**src/rtl/memory_access_pkg.sv**
```systemverilog
// Shared encodings and lane helpers for the memory-access stage.
package memory_access_pkg;

  localparam logic [2:0] F3_B  = 3'b000;
  localparam logic [2:0] F3_H  = 3'b001;
  localparam logic [2:0] F3_W  = 3'b010;
  localparam logic [2:0] F3_BU = 3'b100;
  localparam logic [2:0] F3_HU = 3'b101;

  typedef enum logic [1:0] {
    ST_IDLE = 2'd0,
    ST_REQ  = 2'd1,
    ST_WAIT = 2'd2
  } mem_state_t;

  // Stores only know signed sizes; unsigned variants are load-only.
  function automatic logic f3_legal(input logic [2:0] f3, input logic is_store);
    case (f3)
      F3_B, F3_H, F3_W: f3_legal = 1'b1;
      F3_BU, F3_HU:     f3_legal = !is_store;
      default:          f3_legal = 1'b0;
    endcase
  endfunction

  function automatic logic addr_misaligned(input logic [2:0] f3, input logic [1:0] lo);
    case (f3[1:0])
      2'b01:   addr_misaligned = lo[0];
      2'b10:   addr_misaligned = (lo != 2'b00);
      default: addr_misaligned = 1'b0;
    endcase
  endfunction

  function automatic logic [3:0] byte_en(input logic [2:0] f3, input logic [1:0] lo);
    case (f3[1:0])
      2'b00:   byte_en = 4'b0001 << lo;
      2'b01:   byte_en = 4'b0011 << {lo[1], 1'b0};
      default: byte_en = 4'b1111;
    endcase
  endfunction

  // Replicate the store operand so every enabled lane carries the right bytes.
  function automatic logic [31:0] store_lanes(input logic [2:0] f3, input logic [31:0] d);
    case (f3[1:0])
      2'b00:   store_lanes = {4{d[7:0]}};
      2'b01:   store_lanes = {2{d[15:0]}};
      default: store_lanes = d;
    endcase
  endfunction

endpackage

```
**src/rtl/memory_access_load_align.sv**
```systemverilog
// Selects the addressed byte/halfword from a read word and extends it.
module load_align
  import memory_access_pkg::*;
(
  input  logic [31:0] rdata,
  input  logic [1:0]  addr_lo,
  input  logic [2:0]  funct3,
  output logic [31:0] result
);

  logic [31:0] shifted;

  assign shifted = rdata >> {addr_lo, 3'b000};

  // Lane select and sign/zero extension by access type.
  always_comb begin
    result = rdata;
    case (funct3)
      F3_B:    result = {{24{shifted[7]}}, shifted[7:0]};
      F3_BU:   result = {24'h000000, shifted[7:0]};
      F3_H:    result = {{16{shifted[15]}}, shifted[15:0]};
      F3_HU:   result = {16'h0000, shifted[15:0]};
      default: result = rdata;
    endcase
  end

endmodule

```
**src/rtl/memory_access.sv**
```systemverilog
// Memory-access pipeline stage: issues data-memory requests for loads and
// stores, stalls upstream while a request is outstanding, and registers the
// writeback-stage inputs.
//
// state   | meaning
// --------+-----------------------------------------------------------
// ST_IDLE | accepting instructions; non-memory ops pass through
// ST_REQ  | dmem_req_o held with captured op until dmem_gnt_i
// ST_WAIT | load granted, waiting for dmem_rvalid_i or timeout
module memory_access
  import memory_access_pkg::*;
#(
  parameter int RESP_TIMEOUT = 255
) (
  input  logic        clk,
  input  logic        rst_n,
  input  logic        valid_i,
  input  logic [4:0]  sel_rd_i,
  input  logic        mem_re_i,
  input  logic        mem_we_i,
  input  logic [2:0]  funct3_i,
  input  logic [31:0] alu_result_i,
  input  logic [31:0] store_data_i,
  output logic        stall_o,
  output logic        dmem_req_o,
  output logic        dmem_we_o,
  output logic [3:0]  dmem_be_o,
  output logic [31:0] dmem_addr_o,
  output logic [31:0] dmem_wdata_o,
  input  logic        dmem_gnt_i,
  input  logic        dmem_rvalid_i,
  input  logic [31:0] dmem_rdata_i,
  output logic [4:0]  sel_rd_o,
  output logic        mem_re_o,
  output logic        mem_we_o,
  output logic [31:0] alu_result_o,
  output logic [31:0] data_o,
  output logic        misaligned_o,
  output logic        bus_err_o
);

  localparam int CW = (RESP_TIMEOUT < 2) ? 1 : $clog2(RESP_TIMEOUT + 1);
  localparam logic [CW-1:0] CNT_LAST = CW'(RESP_TIMEOUT - 1);

  mem_state_t state_q, state_d;

  logic [4:0]    op_rd_q;
  logic [31:0]   op_addr_q;
  logic [2:0]    op_f3_q;
  logic          op_we_q;
  logic [3:0]    op_be_q;
  logic [31:0]   op_wdata_q;
  logic [CW-1:0] cnt_q, cnt_d;
  logic          capture;

  logic [4:0]  wb_rd_d;
  logic        wb_re_d, wb_we_d, mis_d, berr_d;
  logic [31:0] wb_alu_d, wb_data_d;

  logic        is_mem_op, access_ok;
  logic [31:0] load_data;

  assign is_mem_op = mem_re_i | mem_we_i;
  assign access_ok = f3_legal(funct3_i, mem_we_i) &&
                     !addr_misaligned(funct3_i, alu_result_i[1:0]);

  load_align u_load_align (
    .rdata   (dmem_rdata_i),
    .addr_lo (op_addr_q[1:0]),
    .funct3  (op_f3_q),
    .result  (load_data)
  );

  assign dmem_addr_o  = {op_addr_q[31:2], 2'b00};
  assign dmem_be_o    = op_be_q;
  assign dmem_wdata_o = op_wdata_q;
  assign dmem_we_o    = dmem_req_o & op_we_q;

  // Next state, bus handshake, stall and next writeback values; bubble by default.
  always_comb begin
    state_d    = state_q;
    cnt_d      = cnt_q;
    capture    = 1'b0;
    stall_o    = 1'b0;
    dmem_req_o = 1'b0;
    wb_rd_d    = 5'd0;
    wb_re_d    = 1'b0;
    wb_we_d    = 1'b0;
    wb_alu_d   = 32'h0;
    wb_data_d  = 32'h0;
    mis_d      = 1'b0;
    berr_d     = 1'b0;
    case (state_q)
      ST_IDLE: begin
        if (valid_i) begin
          if (!is_mem_op) begin
            wb_rd_d  = sel_rd_i;
            wb_alu_d = alu_result_i;
          end else if (access_ok) begin
            capture = 1'b1;
            stall_o = 1'b1;
            state_d = ST_REQ;
          end else begin
            mis_d = 1'b1;
          end
        end
      end
      ST_REQ: begin
        dmem_req_o = 1'b1;
        stall_o    = 1'b1;
        if (dmem_gnt_i) begin
          if (op_we_q) begin
            stall_o  = 1'b0;
            wb_we_d  = 1'b1;
            wb_alu_d = op_addr_q;
            state_d  = ST_IDLE;
          end else begin
            cnt_d   = '0;
            state_d = ST_WAIT;
          end
        end
      end
      ST_WAIT: begin
        stall_o = 1'b1;
        if (dmem_rvalid_i) begin
          stall_o   = 1'b0;
          wb_rd_d   = op_rd_q;
          wb_re_d   = 1'b1;
          wb_alu_d  = op_addr_q;
          wb_data_d = load_data;
          state_d   = ST_IDLE;
        end else if (cnt_q == CNT_LAST) begin
          stall_o = 1'b0;
          berr_d  = 1'b1;
          state_d = ST_IDLE;
        end else begin
          cnt_d = cnt_q + 1'b1;
        end
      end
      default: state_d = ST_IDLE;
    endcase
  end

  // State, timeout counter and captured memory operation.
  always_ff @(posedge clk or negedge rst_n) begin
    if (!rst_n) begin
      state_q    <= ST_IDLE;
      cnt_q      <= '0;
      op_rd_q    <= 5'd0;
      op_addr_q  <= 32'h0;
      op_f3_q    <= 3'b000;
      op_we_q    <= 1'b0;
      op_be_q    <= 4'b0000;
      op_wdata_q <= 32'h0;
    end else begin
      state_q <= state_d;
      cnt_q   <= cnt_d;
      if (capture) begin
        op_rd_q    <= sel_rd_i;
        op_addr_q  <= alu_result_i;
        op_f3_q    <= funct3_i;
        op_we_q    <= mem_we_i;
        op_be_q    <= byte_en(funct3_i, alu_result_i[1:0]);
        op_wdata_q <= store_lanes(funct3_i, store_data_i);
      end
    end
  end

  // Writeback-stage registers and exception pulses.
  always_ff @(posedge clk or negedge rst_n) begin
    if (!rst_n) begin
      sel_rd_o     <= 5'd0;
      mem_re_o     <= 1'b0;
      mem_we_o     <= 1'b0;
      alu_result_o <= 32'h0;
      data_o       <= 32'h0;
      misaligned_o <= 1'b0;
      bus_err_o    <= 1'b0;
    end else begin
      sel_rd_o     <= wb_rd_d;
      mem_re_o     <= wb_re_d;
      mem_we_o     <= wb_we_d;
      alu_result_o <= wb_alu_d;
      data_o       <= wb_data_d;
      misaligned_o <= mis_d;
      bus_err_o    <= berr_d;
    end
  end

endmodule

```
**config.mk**
```make
export PLATFORM = sky130hd
export DESIGN_NAME = memory_access
export DESIGN_NICKNAME = d
export VERILOG_FILES = /design/src/rtl/memory_access_pkg.sv /design/src/rtl/memory_access_load_align.sv /design/src/rtl/memory_access.sv
export SDC_FILE = /design/constraint.sdc
export NUM_CORES = 1
export LEC_CHECK = 0
export CAP_MARGIN = 25
export CELL_PAD_IN_SITES_DETAIL_PLACEMENT = 2
export CELL_PAD_IN_SITES_GLOBAL_PLACEMENT = 2
export CORE_UTILIZATION = 29
export CTS_CLUSTER_SIZE = 24
export DETAILED_ROUTE_END_ITERATION = 6
export PLACE_DENSITY_LB_ADDON = 0.1
export REMOVE_ABC_BUFFERS = 1
export SYNTH_ARGS = -nofsm -noshare
export SYNTH_HDL_FRONTEND = slang
export SYNTH_HIERARCHICAL = 1
export SYNTH_SLANG_ARGS = --single-unit
```
**constraint.sdc**
```tcl
create_clock -name clk -period 3.81 [get_ports clk]
set_clock_uncertainty 0.2 [all_clocks]
set_input_delay 0.762 -clock clk [delete_from_list [all_inputs] [get_ports clk]]
set_output_delay 0.762 -clock clk [all_outputs]
set_load 0.02 [all_outputs]
```
==> summary.md, run 1 <==
| Metric | Value |
|---|---|
| Status | `finished, final reports clean` |
| Ant diodes | `0` |
| CP Launch Type | `primary input` |
| #FFs+latches synth | `160` |
| Pwr Total | `6.93 mW` |
| Post-DP HPWL | `17.2 mm` |
| Initial detailed-routing violation count | `196` |
| DR pass1 iterations | `4` |
| CP peak stage delay | `0.53 ns` |
| GRT Total Usage | `18.9%` |
| IO Port Bufs | `252` |
| DRC violations left | `0` |
| Maxcap violations | `0` |
| CTS buffer count | `17` |
| Critical Path AT | `2.70 ns` |
| Pre-CTS worst setup slack | `-0.195 ns` |
| WP data required | `2.85 ns` |
| Initial antenna violation count | `0` |
| Most frequent cells in the layout | `clkdlybuf4s50_1, dfrtp_1, mux2_2, nand2_1, a22o_1` |
| Detailed Route WL | `23.6 mm` |
| CTS Hold Bufs | `0` |
| Die ar. | `0.0259 mm²` |
| Register area share after synthesis | `54.7%` |
| Critical Path Sink Type | `output pin` |
| Root Driver | `clkbuf_16` |
| Family with the most delay on the worst path | `buffers and inverters` |
| Tcrit/Tclk final | `96.2%` |
| DR vias | `5575` |
| CTS tree | `built` |
| Post-CTS Setup Bufs | `0` |
| Clock tree buffer depth | `2` |
| Clk_lat worst skew | `0.43 ns` |
| Yosys warns | `6` |
| Worst-path cell chain | `clkdlybuf4s50_1 -> inv_1 -> ha_1 -> o211a_1 -> a31oi_2 -> nand3_4 -> nand3_1 -> dlygate4sd2_1` |
| Final Hold Fails | `0` |
| Unrepaired setup endpoints after global routing | `false` |
| Vias in the first global route | `6516` |
| Row count | `57` |
| # IOs | `255` |
| DIE HEIGHT | `161 µm` |
| Critical-path top delay cell | `clkdlybuf4s50_1` |
| CP Max Fanout | `3` |
| Worst Max-Slew Pin Slew | `0.789 ns` |
| Crit path time final | `3.66 ns` |
| Post-DR wirelength/cell | `20.5 µm` |
| Worst-path clk slew | `0.07 ns` |
| CTS Sinks | `160` |
| Hold Crit Class | `primary input to asynchronous set/reset pin` |
| Most common cell after layout, fill and taps aside | `clkdlybuf4s50_1` |
| Dominant synthesized flop cell | `dfrtp_1` |
| Vias per inst | `4.84` |
| Syn Std Cell Area | `0.00733 mm²` |
| Initial Util | `29.9%` |
| Pleak | `4.65 nW` |
| Synth area leader | `dfrtp_1` |
| Share of cells above drive strength 1 | `18.1%` |
| PnR worst setup slack | `0.146 ns` |
| Post-layout util | `43.3%` |
| Mapped Avg Cell Area | `12.4 µm²` |
| PwrDens | `652 mW/mm²` |
| Cell count after synthesis | `590` |
| Crit Path Class | `primary input to output pin` |
| CP Buf/Inv Count | `3` |
| Synth cell types | `56` |
| Fmax | `0.273 GHz` |
| Core Area | `0.0245 mm²` |
| Peak VDD IR | `0.276 mV` |
| Post-synth top area share | `54.7%` |
| Post-synth EDFFs | `0` |
| Die width | `161 µm` |
| Area growth syn-to-layout | `45.0%` |
| Headroom to the max-slew limit | `47.4%` |
| Gr ovfl total | `0` |
| Post-CTS sizing | `2` |
| Gpl congestion | `0.767` |
| Max Slew Vio Count | `0` |
| Final Net Count | `932` |
| # H-tree levels | `4` |
| Remaining antenna violation count after routing | `0` |
| First-pass GRT wire length | `37.6 mm` |
| Async SR Flop Fraction | `100%` |
| Final setup vio count | `0` |
| Pin count of the biggest net entering global routing | `82` |
| Synth area leaders | `dfrtp_1, mux2_2, a22o_1, mux2_4, buf_4` |
==> cell type report <==
cell class	instances	area (µm²)
clock buffer	17	425
tap	324	405
timing repair buffer	274	2720
sequential	160	4000
fill	2481	13900
clock inverter	15	166
inverter	12	45.0
multi-input combinational	351	2860
==> state kept, by name, summed over array words and instances (netlist names), 3 cells and up <==
signal / flops
alu_result_o: 32
op_f3_q: 3
op_rd_q: 5
op_addr_q: 32
dmem_wdata_o: 32
dmem_be_o: 4
sel_rd_o: 5
data_o: 32
cnt_q: 8
==> report_power, final <==
part           internal, mW  switching, mW
clock                 0.878          0.824
sequential             2.14          0.369
combinational          1.38           1.34
==> metal layers <==
| layer | track usage, % | up-vias | share of wire, % |
|---|---|---|---|
| met4 | 6.30 | 0 | 1.9 |
| met2 | 32.8 | 164 | 51 |
| met1 | 21.8 | 2856 | 40 |
| met5 | 0 | - | 0 |
| met3 | 6.28 | 26 | 6.9 |
| li1 | - | 2529 | - |
==> worst paths after layout <==
| check | depth (start not counted) | to | slack, ns | startpoint |
|---|---|---|---|---|
| max | 8 | stall_o | 0.15 | funct3_i[0] |
| min | 1 | mem_re_o | 0.20 | rst_n |
| max reg2reg | 6 | op_addr_q[19] | 1.24 | state_q[0] |
| min reg2reg | 1 | cnt_q[5] | 0.29 | cnt_q[5] |
| max in group asynchronous | 2 | dmem_wdata_o[15] | 2.38 | rst_n |
| min in group clk | 1 | cnt_q[5] | 0.29 | cnt_q[5] |
==> cell families (layout without fill, tap and decap cells) <==
kind of cell               Yosys count  after routing  share of synthesized area [%]
other                                1              2                         0.0512
adders and majority gates            5              5                          0.854
buffers and inverters               80            318                           6.68
muxes                               98             98                           16.1
AOI/OAI and AO/OA                  123            123                           13.1
and+or+nand+nor                    123            123                           8.61
DFF                                160            160                           54.7
==> stage by stage <==
stage | TNS (ns) | cell area [µm²] | cells | hold WS [ns]
after detailed placement | -0.195 | 10000 | 1121 | 0.290
after floorplan | -17.68 | 6890 | 523 | 0.248
after CTS | 0 | 10600 | 1153 | 0.219
final | 0 | 10600 | 1153 | 0.204
after global routing | 0 | 10600 | 1153 | 0.253
after global placement | -1.57 | 10000 | 1120 | 0.270
==> Yosys cell counts, types with 6 or more instances <==
cell type and number:
a22o_1 47, nand3_1 6, o22ai_1 6, clkbuf_1 13, o21ai_0 18, a22oi_1 12
and2_1 33, mux2i_1 7, mux2_4 19, o31ai_1 11, inv_1 12, nand2_1 54
mux2_2 66, buf_4 32, dfrtp_1 160, buf_2 13, buf_6 7
Power figures use the tool's default switching activity.
==> inputs of run 2 (changes only) <==
==> constraint.sdc (replaced) <==
create_clock -name clk -period 3.7 [get_ports clk]
set_clock_uncertainty 0.2 [all_clocks]
set_input_delay 0.74 -clock clk [delete_from_list [all_inputs] [get_ports clk]]
set_output_delay 0.74 -clock clk [all_outputs]
set_load 0.02 [all_outputs]
==> summary.md, run 2 (same netlist as run 1, synthesis figures left out) <==
| Metric | Value |
|---|---|
| Share of cells above drive strength 1 | `18.3%` |
| Detailed Route WL | `23.5 mm` |
| Root Driver | `clkbuf_16` |
| Most common cell after layout, fill and taps aside | `clkdlybuf4s50_1` |
| PnR worst setup slack | `0.150 ns` |
| Pin count of the biggest net entering global routing | `67` |
| Hold Crit Class | `primary input to asynchronous set/reset pin` |
| # IOs | `255` |
| PwrDens | `672 mW/mm²` |
| Post-DR wirelength/cell | `20.4 µm` |
| Tcrit/Tclk final | `96.0%` |
| Die width | `161 µm` |
| Worst-path clk slew | `0.07 ns` |
| DP Area | `0.0100 mm²` |
| Critical Path AT | `2.61 ns` |
| Clock tree buffer depth | `2` |
| Pre-CTS worst setup slack | `-0.170 ns` |
| DR pass1 iterations | `4` |
| First-pass GRT wire length | `37.1 mm` |
| Post-layout util | `43.3%` |
| Gr ovfl total | `0` |
| Global route hottest layer | `met2` |
| CTS buffer count | `17` |
| Crit path time final | `3.55 ns` |
| CTS tree | `built` |
| Worst Max-Slew Pin Slew | `0.786 ns` |
| DRC violations left | `0` |
| GRT Total Usage | `18.7%` |
| Critical Path Sink Type | `output pin` |
| CTS Sinks | `160` |
| Worst setup path endpoint | `stall_o` |
| Initial antenna violation count | `0` |
| Final setup vio count | `0` |
| Remaining antenna violation count after routing | `0` |
| Row count | `57` |
| Final Cell Area | `0.0106 mm²` |
| Crit. Startpoint | `funct3_i[0]` |
| Area growth syn-to-layout | `45.1%` |
| Unrepaired setup endpoints after global routing | `false` |
| Worst-path cell chain | `clkdlybuf4s50_1 -> inv_1 -> ha_1 -> o211a_1 -> a31oi_2 -> nand3_4 -> nand3_1 -> dlygate4sd2_1` |
| Initial Util | `29.9%` |
| # H-tree levels | `4` |
| Headroom to the max-slew limit | `47.6%` |
| Pleak | `4.67 nW` |
| CP Max Fanout | `3` |
| CP Launch Type | `primary input` |
| DIE HEIGHT | `161 µm` |
| IO Port Bufs | `252` |
| Grt met2 use | `32.3%` |
| Gpl congestion | `0.766` |
| CTS Hold Bufs | `0` |
| Vias in the first global route | `6345` |
| Final Net Count | `934` |
| Reg-to-reg critical path endpoint | `data_o[22]` |
| Ant diodes | `0` |
| Final Hold Fails | `0` |
| GR Util met1 | `22.6%` |
| Critical-path top delay cell | `clkdlybuf4s50_1` |
| Initial detailed-routing violation count | `271` |
| Most frequent cells in the layout | `clkdlybuf4s50_1, dfrtp_1, mux2_2, nand2_1, a22o_1` |
| CP peak stage delay | `0.52 ns` |
| Fmax | `0.282 GHz` |
| Non-Filler Instances | `1155` |
| WP data required | `2.76 ns` |
| Peak VDD IR | `0.288 mV` |
| Max Slew Vio Count | `0` |
| Worst R2R Start | `op_addr_q[0]` |
| Clk_lat worst skew | `0.42 ns` |
| DR vias | `5530` |
| Status | `finished, final reports clean` |
| Maxcap violations | `0` |
| GR Util met3 | `5.66%` |
| Crit Path Class | `primary input to output pin` |
| Vias per inst | `4.79` |
| Die ar. | `0.0259 mm²` |
| R2R depth | `4` |
| Placed Cells incl. Taps | `1123` |
| Core Area | `0.0245 mm²` |
| Fin Setup TNS | `0 ns` |
| Reg2Reg Setup Slack | `1.17 ns` |
| Post-DP HPWL | `17.0 mm` |
## run 2: changes by cell type in the layout (fill, tap and decap cells not counted), sizes merged
cell      change
clkinvlp      -4
inv           +4
buf           +2
## run 2: area by class of cell
type	count	area, µm²
fillers	2491	13900
flip-flops and latches	160	4000
multi-input cells	351	2860
repair buffers	276	2740
clock buffers	17	425
well taps	324	405
clock inverters	15	158
inverters	12	45.0
## run 2: through the flow
stage               total power [mW]  hold slack [ns]
floorplan                       3.99            0.244
global placement                5.33            0.266
detailed placement              5.45            0.290
CTS                             7.26            0.122
global route                    7.54            0.140
finish                          7.14           0.0941
## run 2: routing by layer
| layer | routed length, µm | share of wire, % | up-vias |
|---|---|---|---|
| li1 | - | - | 2530 |
| met5 | 0 | 0 | - |
| met1 | 9830 | 42 | 2820 |
| met2 | 11900 | 51 | 163 |
| met3 | 1470 | 6.2 | 17 |
| met4 | 304 | 1.3 | 0 |
## run 2: critical path: cells and delay by family
| kind | cells | cell delay [ns] |
|---|---|---|
| buffers and inverters | 3 | 0.96 |
| AOI/OAI and AO/OA | 2 | 0.38 |
| adders and majority gates | 1 | 0.33 |
| and+or+nand+nor | 2 | 0.20 |
## run 2: where the power goes
part           internal, mW  switching, mW
Clock                 0.908          0.846
Sequential             2.20          0.383
Combinational          1.42           1.38
Total                  4.53           2.61
## run 2: how the worst min path moves through the flow
stage	startpoint	depth (start not counted)	slack (ns)	to
5_1_grt	rst_n	1	0.14	mem_re_o
3_5_place_dp	op_rd_q[1]	1	0.29	sel_rd_o[1]
3_3_place_gp	cnt_q[5]	1	0.27	cnt_q[5]
6_report	rst_n	1	0.09	mem_re_o
4_1_cts	rst_n	1	0.12	mem_re_o
2_1_floorplan	rst_n	0	0.24	alu_result_o[0]
## run 2: timing repair
| item | 4_1_cts | 5_1_grt |
|---|---|---|
| endpoints found under the setup margin | 1 | 0 |
| setup buffers | 0 | 0 |
| gates resized for setup | 2 | 0 |
